## config.mk

```make
export PLATFORM = sky130hd
export DESIGN_NAME = aes_result_collector
export DESIGN_NICKNAME = d
export VERILOG_FILES = /design/src/rtl/aes_result_collector.sv
export SDC_FILE = /design/constraint.sdc
export NUM_CORES = 1
export LEC_CHECK = 0
export BUFFER_PORTS_ARGS = -buffer_cell sky130_fd_sc_hd__buf_2
export CAP_MARGIN = 40
export CORE_AREA = 4 4 252 254
export DETAILED_ROUTE_END_ITERATION = 7
export DIE_AREA = 0 0 256 258
export PLACE_DENSITY = 0.61
export SLEW_MARGIN = 20
export SYNTH_ARGS = -nofsm -noshare
export SYNTH_HDL_FRONTEND = slang
export SYNTH_SLANG_ARGS = --single-unit
```

## constraint.sdc

```tcl
create_clock -name clkIn -period 5.35 [get_ports clkIn]
set_input_delay 0.2675 -clock clkIn [delete_from_list [all_inputs] [get_ports clkIn]]
set_output_delay 0.2675 -clock clkIn [all_outputs]
set_load 0.05 [all_outputs]
```

## src/rtl/aes_result_collector.sv

```systemverilog
// Reassembles the AES core's 32-bit result stream into 128-bit blocks (MSB word first),
// queues them in a fall-through FIFO and reports completion/errors. Option: AES_COLLECT_BYTESWAP_EN.
module aes_result_collector #(
  parameter int DEPTH = 4,
  parameter int LEN_W = 9
) (
  input  logic             clkIn,
  input  logic             resetIn,
  input  logic [1:0]       startIn,
  input  logic [LEN_W-1:0] lengthIn,
  input  logic [31:0]      data32In,
  input  logic [3:0]       weIn,
  input  logic [2:0]       doneIn,
  output logic [127:0]     blkOut,
  output logic             blkValidOut,
  input  logic             blkReadyIn,
  output logic             blkDecOut,
  output logic [LEN_W-1:0] countOut,
  output logic             doneOut,
  output logic [1:0]       errOut
);

  localparam int PTR_W = (DEPTH > 1) ? $clog2(DEPTH) : 1;
  localparam logic [PTR_W:0] FIFO_FULL = DEPTH[PTR_W:0];

  localparam logic [1:0] ST_IDLE  = 2'd0;
  localparam logic [1:0] ST_RUN   = 2'd1;
  localparam logic [1:0] ST_DRAIN = 2'd2;
  localparam logic [1:0] ST_DONE  = 2'd3;

  logic [1:0]       state_q, state_d;
  logic [LEN_W-1:0] len_q, len_d;
  logic             dec_q, dec_d;
  logic [LEN_W-1:0] count_q, count_d;
  logic [1:0]       idx_q, idx_d;
  logic [127:0]     pack_q, pack_d;
  logic [1:0]       err_q, err_d;
  logic [PTR_W-1:0] wr_ptr_q, wr_ptr_d;
  logic [PTR_W-1:0] rd_ptr_q, rd_ptr_d;
  logic [PTR_W:0]   fill_q, fill_d;
  logic [127:0]     fifo_mem_q [DEPTH];

  logic [31:0]  word_in;
  logic         start_ok;
  logic         in_run;
  logic         word_we;
  logic         accept;
  logic         core_done;
  logic         exit_run;
  logic [127:0] pack_next;
  logic [127:0] blk_pack;
  logic [1:0]   idx_next;
  logic         push;
  logic         pop;
  logic         fifo_empty;
  logic         fifo_full;
  logic         push_ok;
  logic         overflow;
  logic         proto_err;

`ifdef AES_COLLECT_BYTESWAP_EN
  assign word_in = {data32In[7:0], data32In[15:8], data32In[23:16], data32In[31:24]};
`else
  assign word_in = data32In;
`endif

  // Word acceptance, block completion and run termination
  always_comb begin
    start_ok  = ((state_q == ST_IDLE) || (state_q == ST_DONE)) &&
                ((startIn == 2'd1) || (startIn == 2'd2));
    in_run    = (state_q == ST_RUN);
    word_we   = (weIn == 4'hF);
    accept    = in_run && word_we && (count_q < len_q);
    core_done = (doneIn == 3'b111);
    exit_run  = in_run && ((count_q == len_q) || core_done);

    pack_next = '0;
    case (idx_q)
      2'd0:    pack_next = {word_in, 96'h0};
      2'd1:    pack_next = {pack_q[127:96], word_in, 64'h0};
      2'd2:    pack_next = {pack_q[127:64], word_in, 32'h0};
      default: pack_next = {pack_q[127:32], word_in};
    endcase

    blk_pack = accept ? pack_next : pack_q;
    idx_next = accept ? (idx_q + 2'd1) : idx_q;
    // The low words are already zero when a partial block is flushed on exit
    push     = (accept && (idx_q == 2'd3)) || (exit_run && (idx_next != 2'd0));

    fifo_empty = (fill_q == '0);
    fifo_full  = (fill_q == FIFO_FULL);
    pop        = !fifo_empty && blkReadyIn;
    push_ok    = push && (!fifo_full || pop);
    overflow   = push && fifo_full && !pop;

    proto_err = ((weIn != 4'h0) && !word_we) ||
                (word_we && !accept) ||
                (in_run && core_done && (count_q < len_q));
  end

  always_comb begin
    state_d = state_q;
    len_d   = len_q;
    dec_d   = dec_q;
    count_d = count_q;
    idx_d   = idx_q;
    pack_d  = pack_q;
    err_d   = err_q | {overflow, proto_err};

    case (state_q)
      ST_IDLE:  if (start_ok) state_d = ST_RUN;
      ST_RUN:   if (exit_run) state_d = ST_DRAIN;
      ST_DRAIN: if (fifo_empty) state_d = ST_DONE;
      default:  if (start_ok) state_d = ST_RUN;
    endcase

    if (start_ok) begin
      len_d   = lengthIn;
      dec_d   = (startIn == 2'd2);
      count_d = '0;
      idx_d   = 2'd0;
      pack_d  = '0;
      err_d   = 2'b00;
    end else begin
      if (accept) begin
        count_d = count_q + 1'b1;
        idx_d   = idx_next;
        pack_d  = pack_next;
      end
      if (exit_run) begin
        idx_d  = 2'd0;
        pack_d = '0;
      end
    end
  end

  always_comb begin
    wr_ptr_d = wr_ptr_q;
    rd_ptr_d = rd_ptr_q;
    fill_d   = fill_q;
    if (push_ok) wr_ptr_d = wr_ptr_q + 1'b1;
    if (pop) rd_ptr_d = rd_ptr_q + 1'b1;
    case ({push_ok, pop})
      2'b10:   fill_d = fill_q + 1'b1;
      2'b01:   fill_d = fill_q - 1'b1;
      default: fill_d = fill_q;
    endcase
  end

  always_ff @(posedge clkIn) begin
    if (resetIn) begin
      state_q  <= ST_IDLE;
      len_q    <= '0;
      dec_q    <= 1'b0;
      count_q  <= '0;
      idx_q    <= 2'd0;
      pack_q   <= '0;
      err_q    <= 2'b00;
      wr_ptr_q <= '0;
      rd_ptr_q <= '0;
      fill_q   <= '0;
    end else begin
      state_q  <= state_d;
      len_q    <= len_d;
      dec_q    <= dec_d;
      count_q  <= count_d;
      idx_q    <= idx_d;
      pack_q   <= pack_d;
      err_q    <= err_d;
      wr_ptr_q <= wr_ptr_d;
      rd_ptr_q <= rd_ptr_d;
      fill_q   <= fill_d;
    end
  end

  // Storage needs no reset: the head is masked while the FIFO is empty
  always_ff @(posedge clkIn) begin
    if (!resetIn && push_ok) fifo_mem_q[wr_ptr_q] <= blk_pack;
  end

  assign blkOut      = fifo_empty ? '0 : fifo_mem_q[rd_ptr_q];
  assign blkValidOut = !fifo_empty;
  assign blkDecOut   = dec_q;
  assign countOut    = count_q;
  assign doneOut     = (state_q == ST_DONE);
  assign errOut      = err_q;

endmodule
```

# --- After elaboration in Yosys (flattened, before gate mapping) ---
# Memory sizes are Yosys's and may differ from the RTL's. A register that Yosys moved wholly into a read port is not among the register bits.
# Cells that the tools add are included.
# Widths: inputs -> output; s select.
word_totals:
  ramBits: 512
  inputBits: 53
  reg_bits: 160
  n_memories: 1
  output_inout_bits: 142
mem_list:
  columns: ["memory", "depth", "word_bits", "read_ports", "rd_ports_with_merged_regs", "write_ports", "line", "text"]
  rows:
  - ["fifo_mem_q", 4, 128, 1, 1, 1, "41", "logic [127:0] fifo_mem_q [DEPTH];"]
op_classes:
  n_mux: 13
  bitwise: 1
  addsub: 6
  order_cmp: 1
  n_eq_ne: 16
  n_reduce_logical: 38
ops:
  columns: ["operator", "n"]
  rows:
  - ["$pmux 128 s3", 1]
  - ["$mux 128", 2]
  - ["$logic_and 1x1->1", 15]
  - ["$eq 2x2->1 const B", 6]
  - ["$mux 2", 6]
  - ["$add 9x1->9 const B", 1]
  - ["$eq 9x9->1", 1]
  - ["$lt 9x9->1", 1]
  - ["$eq 2x1->1 const B", 4]
  - ["$logic_or 1x1->1", 7]
  - ["$add 2x1->2 const B", 3]
  - ["$eq 3x3->1 const B", 2]
  - ["$logic_not 1->1", 6]
  - ["$pmux 3 s2", 1]
  - ["$eq 4x4->1 const B", 1]
  - ["$logic_not 2->1", 2]
  - ["$pmux 2 s2", 1]
  - ["$reduce_bool 2->1", 2]
  - ["$reduce_bool 4->1", 1]
  - ["$add 3x1->3 const B", 1]
  - ["$logic_not 3->1", 1]
  - ["$reduce_and 3->1", 1]
  - ["$reduce_bool 3->1", 1]
  - ["$reduce_or 3->1", 1]
  - ["other kinds (6)", 7]

# --- Depth between registers and ports, before layout ---
depth:
  word_depth: 11
  ltp_mapped: 12

# --- Worst setup path before layout ---
# OpenSTA, ideal clock, no wires.
synth_timing:
  path_type: "register -> register"
  start: "register count_q[1] (netlist: countOut[1])"
  end: "memory fifo_mem_q[1][0], enable pin"
  period_less_slack_ps: 5715
  setup_ps: 502
  arrival_time_ps: 5213
  path_stages_with_launch: 9
  setup_slack_ps: -365
  cell_sequence: "dfxtp_1 > ha_1 > nor2b_1 > o21a_1 > o21ai_1 > nand2_1 > mux2_4 > nor3_1 > and2_1"
synth_via:
  elab_chain_cells: 10
  word_cells_on_any_way: 14
synth_lines:
  columns: ["item", "line", "text"]
  rows:
  - ["from (decl)", "34", "logic [LEN_W-1:0] count_q, count_d;"]
  - ["from (signal assigned)", "166", "count_q <= count_d;"]
  - ["$lt 9x9->1", "73", "accept = in_run && word_we && (count_q < len_q);"]
  - ["$logic_and 1x1->1", "73", null]
  - ["$mux 2", "86", "idx_next = accept ? (idx_q + 2'd1) : idx_q;"]
  - ["$reduce_bool 2->1", "88", "push = (accept && (idx_q == 2'd3)) || (exit_run && (idx_next != 2'd0));"]
  - ["$logic_and 1x1->1", "88", null]
  - ["$logic_or 1x1->1 (*)", "88", null]
  - ["$logic_and 1x1->1 (*)", "93", "push_ok = push && (!fifo_full || pop);"]
  - ["$logic_and 1x1->1 (*)", "178", "if (!resetIn && push_ok) fifo_mem_q[wr_ptr_q] <= blk_pack;"]
  - ["$mux 1 (*)", "178", null]
  - ["$mux 1 (not written as such) (*)", "178", null]
  - ["to (decl)", "41", null]
# Mark *: on every way between the ends. The rest lies on a longest branch, timed or not.

# --- Worst setup path after layout ---
layout_timing:
  start: "register count_q[1] (netlist: countOut[1])"
  end: "memory fifo_mem_q[1][106], data pin"
layout_via:
  elab_chain_cells: 3
layout_lines:
  columns: ["item", "line", "text"]
  rows:
  - ["$lt 9x9->1", "73", null]
  - ["$logic_and 1x1->1", "73", null]
  - ["$mux 128", null, null]
  - ["via blk_pack[106]", "51", "logic [127:0] blk_pack;"]
# The timed path passes the listed nets, and every way through them passes these cells.

==> out/qor.txt <==
RUN STATUS
----------------------------------------------------------------------------------------
Run status                                                                     completed

YOSYS
----------------------------------------------------------------------------------------
Simple-gate share of the synthesized area                                         0.0888
Top cells by instance count after synthesis                                 512 x sky130_fd_sc_hd__edfxtp_1, 168 x sky130_fd_sc_hd__and2_1, 166 x sky130_fd_sc_hd__nand2_1
Share of flip-flops with an asynchronous set or reset after synthesis                  0
Cells after synthesis                                                               1620
Area contributors post-synth                                                sky130_fd_sc_hd__edfxtp_1 59%, sky130_fd_sc_hd__dfxtp_1 12%, sky130_fd_sc_hd__mux4_2 11%
Xor-xnor portion of the synthesized cell area                                    0.00368
Number of distinct standard cells referenced by the synthesized netlist               48
Nets in the synthesized netlist                                                     1698
Library cell with the highest instance count after synthesis                sky130_fd_sc_hd__edfxtp_1
Mean instance size in the synthesized netlist                                  16.2 um^2
Complex-gate fraction of the synthesized area                                     0.0512
FF+latch count, synth                                                                674
Top cell type by total area after synthesis                                 sky130_fd_sc_hd__edfxtp_1
Share of the yosys chip area belonging to registers                                0.711
Number of enable flip-flop cells after synthesis                                     512
Primary FF master, synth                                                    sky130_fd_sc_hd__edfxtp_1
Mux contribution to synthesized area                                               0.113
Yosys synthesis warning count                                                          0
Combinational family with the most area after synthesis                     multiplexers
Area share of fa/ha/maj cells after synthesis                                     0.0122
Post-synth design cell area                                                   26200 um^2
Yosys top cell area share                                                          0.587

DRT
----------------------------------------------------------------------------------------
Detailed-route vias per instance                                                    5.45
Total wirelength of the detailed-routed design                                  61700 um
Initial detailed-routing violation count                                            1068
Antenna viol nets, final                                                               0
Vias after detailed routing                                                        14600
Wire per inst                                                                    23.0 um
Number of design rule violations left after detail routing                             0
Number of search-and-repair iterations in the first detailed-routing pass              7

FLOORPLAN
----------------------------------------------------------------------------------------
Effective utilization at floorplan                                                 0.427
Die W                                                                             256 um
Row cnt                                                                               91
Number of I/O pins                                                                   195
Die Y-Extent                                                                      258 um
Total die area                                                                66000 um^2
Core ar.                                                                      61300 um^2

SETUP PATH
----------------------------------------------------------------------------------------
CP Data Arrival Time                                                             4.42 ns
Last element of the critical path                                           fifo_mem_q[1][106]$_DFFE_PP_
Worst EP required                                                                5.68 ns
R2R depth                                                                             10
CP Class                                                                    flip-flop to flip-flop
Startpoint type of the worst setup path                                        flip-flop
Critical Path End Type                                                         flip-flop
Start point of the critical path                                            countOut[1]$_SDFFE_PP0N_
Reg2Reg Capture Point                                                       fifo_mem_q[1][106]$_DFFE_PP_
Worst r2r src                                                               countOut[1]$_SDFFE_PP0N_
Critical path fanouts, max                                                            40
Worst setup slack for register-to-register paths                                 1.26 ns

TIMING
----------------------------------------------------------------------------------------
Time the worst path needs with I/O delays and setup                              4.09 ns
Worst-Margin Slew                                                               0.838 ns
RSZ-0062 raised after global routing                                                  no
Tightest hold margin                                                           0.0412 ns
Worst setup slack after layout                                                   1.26 ns
Total of endpoints with negative setup slack in the final report                       0
Max Freq                                                                         244 MHz
Post-Route Setup TNS                                                                0 ns
Final clock skew                                                               0.0167 ns
Final cycle utilization of the critical path                                       0.765
Final hold viol count                                                                  0
Relative max-transition margin                                                     0.441
Slew Viols, Final                                                                      0

PLACE
----------------------------------------------------------------------------------------
Cell area after placement                                                     28100 um^2
Final estimated routing congestion in global placement                             0.746
Worst setup slack after placement                                                1.34 ns
Number of instances in the placed design                                            2529
Buffers added on ports                                                               194
Detail Placement HPWL                                                           37600 um

GLOBAL ROUTING
----------------------------------------------------------------------------------------
Gr ovfl total                                                                          0
Pin count of the biggest net entering global routing                                  84
Global-route wire length before repair                                          93700 um
Antenna violations before repair                                                       9
GR Util All Layers                                                                 0.186
Vias in the first global route                                                     14800

CLOCK TREE
----------------------------------------------------------------------------------------
Clock insertion delay at the later pin of the skew report                        0.61 ns
H-tree depth                                                                           3
Post-cts gate resize count                                                             0
Buffer levels on the longest clock path                                                3
Clock tree from TritonCTS                                                            yes
Clock-pin slew on the worst setup and hold paths                                 0.06 ns
Num Clock Sinks                                                                      674
Cell at the root of the clock tree                                          sky130_fd_sc_hd__clkbuf_16
TritonCTS Buffers                                                                     70
Total setup buffers inserted after CTS                                                 0

POWER
----------------------------------------------------------------------------------------
Overall Power                                                                    14.7 mW
Pleak                                                                            10.4 nW
Power per cell area                                                          482 nW/um^2
Largest vdd supply drop                                                       0.000253 V

JOB
----------------------------------------------------------------------------------------
Max-cap violations                                                                     0

LAYOUT
----------------------------------------------------------------------------------------
Non-filler instance count after layout                                              2680
Synthesis-to-finish area growth                                                    16.4%
Finished layout cell area                                                     30500 um^2
Post-route core utilization                                                        0.498
Number of nets in the final layout                                                  1904
Proportion of layout cells with a drive suffix above 1                             0.248

WORST HOLD PATH
----------------------------------------------------------------------------------------
Class of the tightest hold or removal check                                 input pin to flip-flop

[worst max-delay path, stage by stage (launching register included)]
cell                      delay [ns]
sky130_fd_sc_hd__dfxtp_1        0.42
sky130_fd_sc_hd__ha_1           0.28
sky130_fd_sc_hd__nor2b_1        0.14
sky130_fd_sc_hd__o21a_1         0.17
sky130_fd_sc_hd__o21ai_1        0.22
sky130_fd_sc_hd__and2_2         0.19
sky130_fd_sc_hd__buf_4          0.47
sky130_fd_sc_hd__nand2_2        0.57
sky130_fd_sc_hd__or3_2          0.79
sky130_fd_sc_hd__buf_12         0.25
sky130_fd_sc_hd__a22o_1         0.30
[layout make-up]
| type | instances | area, um^2 |
|---|---|---|
| well taps | 790 | 988 |
| clock buffers | 101 | 1950 |
| repair buffers | 240 | 1510 |
| diodes | 6 | 15.0 |
| flip-flops and latches | 674 | 18600 |
| inverters | 20 | 75.1 |
| fillers | 5177 | 30800 |
| multi-input cells | 820 | 7060 |
| clock inverters | 29 | 272 |
[state kept, by name, indices dropped and copies added (netlist names), named ones only]
signal,flops
fifo_mem_q,512
pack_q,128
countOut,9
len_q,9
fill_q,3
errOut,2
idx_q,2
rd_ptr_q,2
state_q,2
wr_ptr_q,2
blkDecOut,1
[per-layer routing]
metal,vias up,global-route usage,part of all wire
met4,4,0.0530,0.025
met2,452,0.302,0.47
li1,6595,-,-
met1,7470,0.252,0.42
met3,97,0.0482,0.078
met5,-,0,0.00042
[placed cells by master, fill, tap and decap left out, types with 9 or more instances in the layout]
| master | synthesis | routed |
|---|---|---|
| sky130_fd_sc_hd__and2_1 | 168 | 163 |
| sky130_fd_sc_hd__nor2_1 | 23 | 23 |
| sky130_fd_sc_hd__mux4_2 | 128 | 128 |
| sky130_fd_sc_hd__a21oi_1 | 87 | 86 |
| sky130_fd_sc_hd__clkinv_2 | 0 | 9 |
| sky130_fd_sc_hd__buf_12 | 0 | 11 |
| sky130_fd_sc_hd__a22o_1 | 96 | 96 |
| sky130_fd_sc_hd__dlygate4sd3_1 | 0 | 14 |
| sky130_fd_sc_hd__inv_1 | 19 | 19 |
| sky130_fd_sc_hd__nand3_1 | 66 | 66 |
| sky130_fd_sc_hd__nand2_1 | 166 | 166 |
| sky130_fd_sc_hd__buf_4 | 3 | 20 |
| sky130_fd_sc_hd__clkinv_1 | 0 | 10 |
| sky130_fd_sc_hd__clkbuf_16 | 0 | 71 |
| sky130_fd_sc_hd__edfxtp_1 | 512 | 512 |
| sky130_fd_sc_hd__clkbuf_1 | 62 | 24 |
| sky130_fd_sc_hd__dfxtp_1 | 162 | 160 |
| sky130_fd_sc_hd__ha_1 | 24 | 24 |
| sky130_fd_sc_hd__buf_2 | 22 | 194 |
[kinds of logic (layout without fill, tap and decap cells)]
family | after synthesis | count (layout)
xor+xnor | 11 | 11
mux | 134 | 134
other cells | 0 | 6
flops | 674 | 674
buf+inv | 126 | 390
compound gates | 193 | 193
fa+ha+maj | 25 | 25
simple gates | 457 | 457
[power by group]
group          switching, mW  internal (mW)  leakage [nW]
Sequential            0.0483           5.60          5.73
Clock                   1.98           2.71          1.09
Combinational           3.18           1.19          3.59
Total                   5.20           9.50          10.4
[repair_timing]
item | 4_1_cts | 5_1_grt
endpoints found under the hold margin | 14 | 0
setup endpoints to repair | 0 | 0
hold buffers | 14 | 0
[how the worst min path moves through the flow]
stage,start,end,slack [ns],cells after the start
after global routing,data32In[26],pack_q[122]$_SDFF_PP0_,0.005,2
after CTS,data32In[28],pack_q[124]$_SDFF_PP0_,0.005,2
after detailed placement,blkDecOut$_SDFFE_PP0P_,blkDecOut$_SDFFE_PP0P_,0.45,2
after floorplan,data32In[4],pack_q[100]$_SDFF_PP0_,0.39,1
after global placement,pack_q[6]$_SDFF_PP0_,pack_q[6]$_SDFF_PP0_,0.45,2
final,data32In[28],pack_q[124]$_SDFF_PP0_,0.04,2
No activity file was read; power rests on OpenSTA's default activity.
